**src/rtl/rf_pkg.sv**
```systemverilog
// Shared constants and types for the decode-stage register bank.
// Optional build macro: RF_BYPASS_EN (write-to-read forwarding).
package rf_pkg;
    localparam int RF_DW   = 32;
    localparam int RF_NREG = 32;
    localparam int RF_NRD  = 2;
    localparam int RF_AW   = $clog2(RF_NREG);
    // Register 0 is hard-wired to zero and never tracked as busy.
    localparam int R0_IDX  = 0;

    typedef logic [RF_AW-1:0] rf_addr_t;
endpackage

```
**src/rtl/regfile_sb_if.sv**
```systemverilog
// Bus bundle between decode/write-back and the register bank.
// master = core side driving requests, slave = register bank.
// Optional build macro: RF_BYPASS_EN (affects the slave's behaviour only).
interface regfile_sb_if
    import rf_pkg::*;
#(
    parameter int DW   = RF_DW,
    parameter int NREG = RF_NREG,
    parameter int NRD  = RF_NRD
) ();
    localparam int AW = $clog2(NREG);

    logic [NRD*AW-1:0] rd_addr;
    logic [NRD-1:0]    rd_used;
    logic [NRD*DW-1:0] rd_data;
    logic              iss_vld;
    logic [AW-1:0]     iss_rd;
    logic              iss_wr;
    logic              stall;
    logic              wr_en;
    logic [AW-1:0]     wr_addr;
    logic [DW-1:0]     wr_data;
    logic [AW:0]       busy_cnt;

    modport master (
        output rd_addr, rd_used, iss_vld, iss_rd, iss_wr, wr_en, wr_addr, wr_data,
        input  rd_data, stall, busy_cnt
    );

    modport slave (
        input  rd_addr, rd_used, iss_vld, iss_rd, iss_wr, wr_en, wr_addr, wr_data,
        output rd_data, stall, busy_cnt
    );
endinterface

```
**src/rtl/rf_scoreboard.sv**
```systemverilog
// Per-register busy tracking, busy population counter and RAW/WAW stall.
// Optional build macro: RF_BYPASS_EN -- a register being written back this
// cycle is treated as already free when deciding whether to stall.
module rf_scoreboard
    import rf_pkg::*;
#(
    parameter  int NREG = RF_NREG,
    parameter  int NRD  = RF_NRD,
    localparam int AW   = $clog2(NREG)
) (
    input  logic              clk,
    input  logic              rst,
    input  logic [NRD*AW-1:0] rd_addr,
    input  logic [NRD-1:0]    rd_used,
    input  logic              iss_vld,
    input  logic [AW-1:0]     iss_rd,
    input  logic              iss_wr,
    input  logic              wr_en,
    input  logic [AW-1:0]     wr_addr,
    output logic              stall,
    output logic [AW:0]       busy_cnt
);
    localparam logic [NREG-1:0] ONE_HOT0 = {{(NREG-1){1'b0}}, 1'b1};

    logic [NREG-1:0] busy_r;
    logic [AW:0]     cnt_r;
    logic [NREG-1:0] busy_eff_s;
    logic [NREG-1:0] clr_mask_s;
    logic [NREG-1:0] set_mask_s;
    logic            clr_s;
    logic            set_s;
    logic            hazard_s;
    logic            stall_s;
    logic            inc_s;
    logic            dec_s;

    // Write-back clears and accepted issues set; R0 is excluded from both.
    assign clr_s      = wr_en && (wr_addr != AW'(R0_IDX));
    assign clr_mask_s = clr_s ? (ONE_HOT0 << wr_addr) : {NREG{1'b0}};
    assign set_s      = iss_vld && !stall_s && iss_wr && (iss_rd != AW'(R0_IDX));
    assign set_mask_s = set_s ? (ONE_HOT0 << iss_rd) : {NREG{1'b0}};

`ifdef RF_BYPASS_EN
    // The value being written back is forwarded, so its busy bit no longer blocks.
    assign busy_eff_s = busy_r & ~clr_mask_s;
`else
    assign busy_eff_s = busy_r;
`endif

    // RAW on any used source port, WAW on the destination; only while issuing.
    always_comb begin
        hazard_s = 1'b0;
        for (int i = 0; i < NRD; i++) begin
            hazard_s = hazard_s | (rd_used[i] & busy_eff_s[rd_addr[i*AW +: AW]]);
        end
        hazard_s = hazard_s | (iss_wr & busy_eff_s[iss_rd]);
        stall_s  = iss_vld & hazard_s;
    end

    // Counter moves only when a bit actually changes; a same-cycle set on the
    // register being cleared leaves it busy, so that clear does not count.
    assign inc_s = set_s && !busy_r[iss_rd];
    assign dec_s = clr_s && busy_r[wr_addr] && !(set_s && (iss_rd == wr_addr));

    // Busy vector and its population count; the set wins over a same-cycle clear.
    always_ff @(posedge clk) begin
        if (rst) begin
            busy_r <= {NREG{1'b0}};
            cnt_r  <= {(AW+1){1'b0}};
        end else begin
            busy_r <= (busy_r & ~clr_mask_s) | set_mask_s;
            cnt_r  <= cnt_r + {{AW{1'b0}}, inc_s} - {{AW{1'b0}}, dec_s};
        end
    end

    assign stall    = stall_s;
    assign busy_cnt = cnt_r;
endmodule

```
**src/rtl/regfile_sb.sv**
```systemverilog
// Decode-stage register bank: NRD combinational read ports, one write-back
// port, and an issue-time busy scoreboard for RAW/WAW stalls.
// Optional build macro: RF_BYPASS_EN -- forward write-back data to reads
// in the same cycle and release the matching busy bit for the stall check.
module regfile_sb
    import rf_pkg::*;
#(
    parameter int DW   = RF_DW,
    parameter int NREG = RF_NREG,
    parameter int NRD  = RF_NRD
) (
    input  logic       clk,
    input  logic       rst,
    regfile_sb_if.slave bus
);
    localparam int AW = $clog2(NREG);

    logic [DW-1:0] regs_r [NREG];
    logic          wr_ok_s;

    // R0 is never written, so it keeps its reset value of zero.
    assign wr_ok_s = bus.wr_en && (bus.wr_addr != AW'(R0_IDX));

    // Register storage: cleared by reset, written by write-back.
    always_ff @(posedge clk) begin
        if (rst) begin
            for (int i = 0; i < NREG; i++) begin
                regs_r[i] <= {DW{1'b0}};
            end
        end else if (wr_ok_s) begin
            regs_r[bus.wr_addr] <= bus.wr_data;
        end
    end

    // Read muxes, one per port.
    for (genvar g = 0; g < NRD; g++) begin : g_rd
        logic [AW-1:0] addr_s;
        assign addr_s = bus.rd_addr[g*AW +: AW];
`ifdef RF_BYPASS_EN
        assign bus.rd_data[g*DW +: DW] = (wr_ok_s && (addr_s == bus.wr_addr)) ?
                                         bus.wr_data : regs_r[addr_s];
`else
        assign bus.rd_data[g*DW +: DW] = regs_r[addr_s];
`endif
    end

    rf_scoreboard #(
        .NREG (NREG),
        .NRD  (NRD)
    ) u_sb (
        .clk      (clk),
        .rst      (rst),
        .rd_addr  (bus.rd_addr),
        .rd_used  (bus.rd_used),
        .iss_vld  (bus.iss_vld),
        .iss_rd   (bus.iss_rd),
        .iss_wr   (bus.iss_wr),
        .wr_en    (bus.wr_en),
        .wr_addr  (bus.wr_addr),
        .stall    (bus.stall),
        .busy_cnt (bus.busy_cnt)
    );
endmodule

```
**src/flat_wrapper.sv**
```systemverilog
// flat-port wrapper written by rule: the top's interface ports become plain ports
module regfile_sb_flat import rf_pkg::*;
#(
    parameter int DW   = RF_DW,
    parameter int NREG = RF_NREG,
    parameter int NRD  = RF_NRD
)
  (clk, rst, bus_rd_addr, bus_rd_used, bus_iss_vld, bus_iss_rd, bus_iss_wr, bus_wr_en, bus_wr_addr, bus_wr_data, bus_rd_data, bus_stall, bus_busy_cnt);
  regfile_sb_if #(.DW(DW), .NREG(NREG), .NRD(NRD)) bus_i ();
  input  logic clk;
  input  logic rst;
  input wire logic [$bits(bus_i.rd_addr)-1:0] bus_rd_addr;
  input wire logic [$bits(bus_i.rd_used)-1:0] bus_rd_used;
  input wire logic [$bits(bus_i.iss_vld)-1:0] bus_iss_vld;
  input wire logic [$bits(bus_i.iss_rd)-1:0] bus_iss_rd;
  input wire logic [$bits(bus_i.iss_wr)-1:0] bus_iss_wr;
  input wire logic [$bits(bus_i.wr_en)-1:0] bus_wr_en;
  input wire logic [$bits(bus_i.wr_addr)-1:0] bus_wr_addr;
  input wire logic [$bits(bus_i.wr_data)-1:0] bus_wr_data;
  output wire logic [$bits(bus_i.rd_data)-1:0] bus_rd_data;
  output wire logic [$bits(bus_i.stall)-1:0] bus_stall;
  output wire logic [$bits(bus_i.busy_cnt)-1:0] bus_busy_cnt;
  assign bus_i.rd_addr = bus_rd_addr;
  assign bus_i.rd_used = bus_rd_used;
  assign bus_i.iss_vld = bus_iss_vld;
  assign bus_i.iss_rd = bus_iss_rd;
  assign bus_i.iss_wr = bus_iss_wr;
  assign bus_i.wr_en = bus_wr_en;
  assign bus_i.wr_addr = bus_wr_addr;
  assign bus_i.wr_data = bus_wr_data;
  assign bus_rd_data = bus_i.rd_data;
  assign bus_stall = bus_i.stall;
  assign bus_busy_cnt = bus_i.busy_cnt;
  regfile_sb #(.DW(DW), .NREG(NREG), .NRD(NRD)) u_core (.clk(clk), .rst(rst), .bus(bus_i));
endmodule
```
**config.mk**
```make
export PLATFORM = sky130hd
export DESIGN_NAME = regfile_sb_flat
export DESIGN_NICKNAME = d
export VERILOG_FILES = /design/src/rtl/rf_pkg.sv /design/src/rtl/regfile_sb_if.sv /design/src/rtl/rf_scoreboard.sv /design/src/rtl/regfile_sb.sv /design/src/flat_wrapper.sv
export SDC_FILE = /design/constraint.sdc
export NUM_CORES = 2
export LEC_CHECK = 0
export ABC_AREA = 1
export CAP_MARGIN = 20
export CORE_MARGIN = 8
export CORE_UTILIZATION = 55
export DETAILED_ROUTE_END_ITERATION = 8
export GPL_ROUTABILITY_DRIVEN = 0
export GPL_TIMING_DRIVEN = 1
export PLACE_DENSITY_LB_ADDON = 0.05
export SYNTH_ARGS = -nofsm -noshare
export SYNTH_HDL_FRONTEND = slang
export SYNTH_HIERARCHICAL = 1
export SYNTH_SLANG_ARGS = --single-unit
```
**constraint.sdc**
```tcl
create_clock -name clk -period 5.1 [get_ports clk]
set_input_delay 1.02 -clock clk [delete_from_list [all_inputs] [get_ports clk]]
set_output_delay 1.02 -clock clk [all_outputs]
set_load 0.05 [all_outputs]
```
After elaboration in Yosys (flattened, before gate mapping)

Memory sizes are Yosys's and may differ from the RTL's.
Cells that the tools add are included.
W data, S select, Z words.

Register bits after elaboration: 38
RAM bits: 1024
Input port bits: 59
Output and inout port bits: 71
Word-level logic and storage cells: 53
Memories: 1

$add $sub $neg: 2
Order comparisons: 4
Equal/unequal tests: 1
Shift-type cells: 2
Muxes and demuxes: 18
Bitwise operators: 9
Reduce and logical (&&, ||, !) cells: 14

Memories:

| name          | depth | bits a word | rd ports | clocked after Yosys merged registers in | wr ports | RTL line         | RTL |
|---|---|---|---|---|---|---|---|
| u_core.regs_r | 32    | 32          | 2        | 0                                       | 32       | regfile_sb.sv:18 | `logic [DW-1:0] regs_r [NREG];` |

Operator list:

| kind                   | number |
|---|---|
| $mux W32               | 3 |
| $shl A1 B5 Y32 const A | 2 |
| $and A32 B32 Y32       | 1 |
| $not A32 Y32           | 1 |
| $or A32 B32 Y32        | 1 |
| $reduce_or A32 Y1      | 1 |
| $lt A5 B6 Y1 const B   | 4 |
| $bmux W1 S5            | 4 |
| $mux W1                | 10 |
| $reduce_bool A5 Y1     | 2 |
| $logic_and A1 B1 Y1    | 8 |
| $add A6 B1 Y6          | 1 |
| $sub A6 B1 Y6          | 1 |
| $eq A5 B5 Y1           | 1 |
| $mux W5                | 1 |
| $and A1 B1 Y1          | 4 |
| $logic_not A1 Y1       | 3 |
| $or A1 B1 Y1           | 2 |

Depth between registers and ports, before layout

Depth in word-level cells: 14
Mapped depth: 28
Depth with buffers taken out: 25

Modules after synthesis

The synthesis kept the hierarchy.

Modules (own cells, without submodules):

| module        | times used | cells an instance | area an instance (µm²) | seq. area each (µm²) |
|---|---|---|---|---|
| regfile_sb    | 1          | 7191              | 56634.3                | 30749.5 |
| rf_scoreboard | 1          | 573               | 3598.5                 | 760.7 |

Worst setup path after synthesis

No wires, ideal clock.

Path type: input to register
Start: input bus_iss_rd[1]
End: register u_core.u_sb.cnt_r[4] (netlist: u_core/u_sb/busy_cnt[4])
Setup time: 0.141 ns
Arrival: 3.477 ns
Required time: 4.959 ns
Path slack: 1.482 ns
Stages on the path: 23
Path buffers: 2
Cells stage by stage: buf_4 inv_2 nand2_4 nor2_1 nor2_1 nand3_1 nand3_1 nand3_1 nand2_1 nor2_2 nor2_8 buf_8 nand2_1 ha_1 inv_1 ha_1 inv_1 fa_1 nor2_1 o21a_1 nor2_1 nand2_1 a21oi_1

Longest elaborated chain between the ends: 13
Elaborated cells between the ends (all ways): 18
Classes of those cells: add/sub: 2; eq/ne: 1; mux: 2; bitwise: 3; reduce/logical: 10

Ends and longest elaborated chain:

| element                                                                | RTL line            | RTL |
|---|---|---|
| from (decl)                                                            | flat_wrapper.sv:15  | `input wire logic [$bits(bus_i.iss_rd)-1:0] bus_iss_rd;` |
| parallel branches: the longest is 12 deep, another holds $add A6 B1 Y6 | n/a                 |  |
| $sub A6 B1 Y6 *                                                        | rf_scoreboard.sv:72 | `cnt_r <= cnt_r + {{AW{1'b0}}, inc_s} - {{AW{1'b0}}, dec_s};` |
| to (signal assigned)                                                   | rf_scoreboard.sv:69 | `cnt_r <= {(AW+1){1'b0}};` |
| to (signal assigned)                                                   | rf_scoreboard.sv:72 |  |
| to (decl)                                                              | rf_scoreboard.sv:26 | `logic [AW:0] cnt_r;` |

Every way passes the cells marked *. The select of a mux whose other input is x is not followed.
A chain may end at the register's enable or synchronous reset.

Worst setup path after layout

Start: input bus_rd_addr[5]
End: output bus_rd_data[41]

Longest elaborated chain between the ends: 1

Ends and longest elaborated chain:

| element         | RTL line           | RTL |
|---|---|---|
| from (decl)     | flat_wrapper.sv:12 | `input wire logic [$bits(bus_i.rd_addr)-1:0] bus_rd_addr;` |
| $mem_v2 Z32 W32 | n/a                |  |
| to (decl)       | flat_wrapper.sv:20 | `output wire logic [$bits(bus_i.rd_data)-1:0] bus_rd_data;` |

No other way between the ends.

==> results.md <==
* Clock Skew at 8.62 ps
* CP Max Fanout at 86
* Crit path largest cell delay at 400 ps
* Die Area at 120000 sq um
* Post-synth EDFFs at 1024
* Clock power share at 36.9%
* HPWL Detailed at 132000 um
* R2r startpoint: u_core/u_sb/busy_eff_s[19]$_SDFF_PP0_
* Yosys cell types at 42
* Routed wire length at 243000 um
* CTS root buffer: clkbuf_16
* Power Density at 333 nW/um^2
* Total setup buffers inserted after CTS at 0
* Routed Antenna Nets at 0
* Final Max Slew Viols at 0
* CTS buffer count at 115
* Synthesized flop and latch total at 1062
* Max_cap viols at 0
* Setup Viol. Count Final at 0
* Fin crit period at 4500 ps
* Initial antenna violation count at 0
* R2R setup slack at 2100 ps
* CTS-repair resized insts at 0
* Worst r2r dst: u_core/u_sb/busy_cnt[4]$_SDFF_PP0_
* Placed Instance Area at 63300 sq um
* Layout cell share with drive strength beyond 1 at 7.69%
* Core area at 109000 sq um
* First-pass GRT wire length at 352000 um
* Die height at 347 um
* Via-per-instance ratio at 6.37
* Crit path launch: bus_rd_addr[5]
* Slowest CP cell: nand2_1
* Hold depth at 2
* Chip width at 347 um
* Status: completed
* Antenna cell count at 0
* Worst hold path startpoint: u_core/u_sb/busy_eff_s[14]$_SDFF_PP0_
* Worst Setup End Kind: output pin
* Data required, critical path at 4080 ps
* Critical path type: in2out
* Seq pwr share at 46.0%
* Top post-synthesis cells by area: edfxtp_1 (51%), nand2_1 (19%), nand3_1 (13%)
* Internal power at 15.8 mW
* Drt wl/cell at 26.7 um
* Max H-tree Level at 3
* Via count at 57900
* Hold Path Sink: u_core/u_sb/busy_eff_s[14]$_SDFF_PP0_
* Synthesis Warnings at 6
* Top cell type's share of synthesized area at 51.1%
* Fin area at 67100 sq um
* Largest net degree at the start of global routing at 179
* Row count at 121
* Gr ovfl total at 0
* Worst-margin pin slew at 1170 ps
* Sw power at 6.56 mW
* Worst-Skew Late Latency at 730 ps
* GRT Total Usage at 38.7%
* Netlist Area Pre-Place at 60200 sq um
* Commonest non-fill, non-tap cell in the layout: nand2_1
* Synth Flop Type: edfxtp_1
* Layout Nets at 7652
* Setup_tns at 0 ps
* Mean Syn Cell Area at 7.76 sq um
* Slew HR at 22.3%
* Critical path's most frequent cell: nand2_1
* Seq/Total Area, Yosys at 52.3%
* # clock sinks at 1062
* CTS tree: done
* Startpoint types: input pin
* # IOs at 130
* Async S/R FF share, synth at 0%
* Synth area leader: edfxtp_1
* Critical path, cell by cell: buf_8 > inv_16 > buf_12 > nand2_1 > nand3_1 > nand3_1 > nand2_1 > nand2_1 > nand2_1 > nand2_1 > nand2_1 > buf_12
* Peak VDD IR at 287 uV
* Initial drt markers at 9335
* Most frequent cells in the layout: nand2_1 (3016), nand3_1 (1620), nor2_1 (1059)
* Syn Inst Count at 7764
* Max Fclk at 222 MHz
* IO Port Bufs at 129
* Vias in the first global route at 54200
* Clock transition at path regs at 60 ps
* Critical Path AT at 3480 ps
* Hold_buf cts at 0
* Residual DRC count at 0
* Switching share of total power at 29.4%
* First drt pass iteration count at 7
* R2R depth at 20
* Max clock buf depth at 3
* Fin crit share at 88.1%
* HP Class: reg2reg
* Pwr Total at 22.4 mW
* Lkg Pwr at 28.2 nW
* Unrepaired setup endpoints after global routing: no
* Logic pwr share at 17.1%
* Initial Util at 55.4%
* Final hold violations at 0
* Area Growth Syn to Fin at 11.4%
-- worst max-delay path by stage --
stage | endpoint | slack [ps] | cells after the start
6_report | bus_rd_data[41] | 600 | 12
2_1_floorplan | u_core/u_sb/busy_cnt[4]$_SDFF_PP0_ | 1480 | 23
3_3_place_gp | u_core/u_sb/busy_cnt[4]$_SDFF_PP0_ | 660 | 22
5_1_grt | bus_rd_data[41] | 540 | 12
3_5_place_dp | u_core/u_sb/busy_cnt[4]$_SDFF_PP0_ | 570 | 22
4_1_cts | bus_rd_data[44] | 830 | 12
-- kinds of logic after synthesis --
family / count (synthesis) / synth area share (%)
compound gates: 98 / 1.08
simple gates: 5817 / 40.1
fa+ha+maj: 7 / 0.158
other cells: 1 / 0.00623
buf+inv: 778 / 6.32
flops: 1062 / 52.3
xor+xnor: 1 / 0.0145
-- critical path, delay by kind of cell --
family	cells	cell delay, ps
buf+inv	4	1230
simple gates	8	1050
-- per-layer routing --
layer	GRT usage, %	vias to the layer above	part of all wire, %
met5	0	-	0
met4	25.2	0	7.6
met3	9.17	1076	14
met2	57.1	4824	42
met1	51.1	26800	36
li1	-	25200	-
-- cell usage after synthesis, types with 2 or more instances --
cell type  number
buf_8           3
a21oi_1         8
nor3_1          8
a22oi_1         5
buf_4          39
nor4_1          5
clkinv_1        2
nand2_1      3078
nand3_1      1620
nor2_1       1059
o22ai_1         5
nand2_4         4
buf_6          35
o21ai_0        35
o31ai_1         2
nand4_1         6
buf_2         348
a221oi_1        3
nand3_2        31
inv_4           4
inv_2           9
edfxtp_1     1024
a21oi_2        29
buf_1          30
dfxtp_1        38
o21ai_1         5
clkbuf_1      207
ha_1            6
nor3b_1         2
inv_1         101
nand3b_1        2
-- area by class of cell --
cell class	count	area, sq um
timing repair buffer	336	4520
sequential	1062	31500
fill	9398	41600
clock buffer	140	3000
tap	1414	1770
clock inverter	72	589
inverter	116	500
multi-input combinational	5955	25200
-- power groups by stage --
stage / Combinational, mW / Sequential, mW / Clock, mW
2_1_floorplan: 2.19 / 10.5 / 0
3_3_place_gp: 3.64 / 10.4 / 0
3_5_place_dp: 3.68 / 10.5 / 0
4_1_cts: 3.69 / 10.3 / 8.26
5_1_grt: 4.03 / 10.3 / 8.57
6_report: 3.82 / 10.3 / 8.24
-- through the flow --
| step | utilization, % | instances | setup slack (ps) | hold slack (ps) |
|---|---|---|---|---|
| 2_1_floorplan | - | 7795 | 1480 | 441 |
| 6_report | 61.7 | 9095 | 604 | 556 |
| 4_1_cts | 61.5 | 9087 | 831 | 548 |
| 3_5_place_dp | 58.2 | 8875 | 572 | 538 |
| 3_3_place_gp | 58.1 | 8872 | 659 | 523 |
| 5_1_grt | 61.7 | 9095 | 544 | 569 |
-- sequential cells by signal, indices dropped and copies added (netlist names) --
signal,count
u_core/u_sb/busy_eff_s,32
u_core/regs_r,1024
u_core/u_sb/busy_cnt,6
Power figures use the tool's default switching activity.
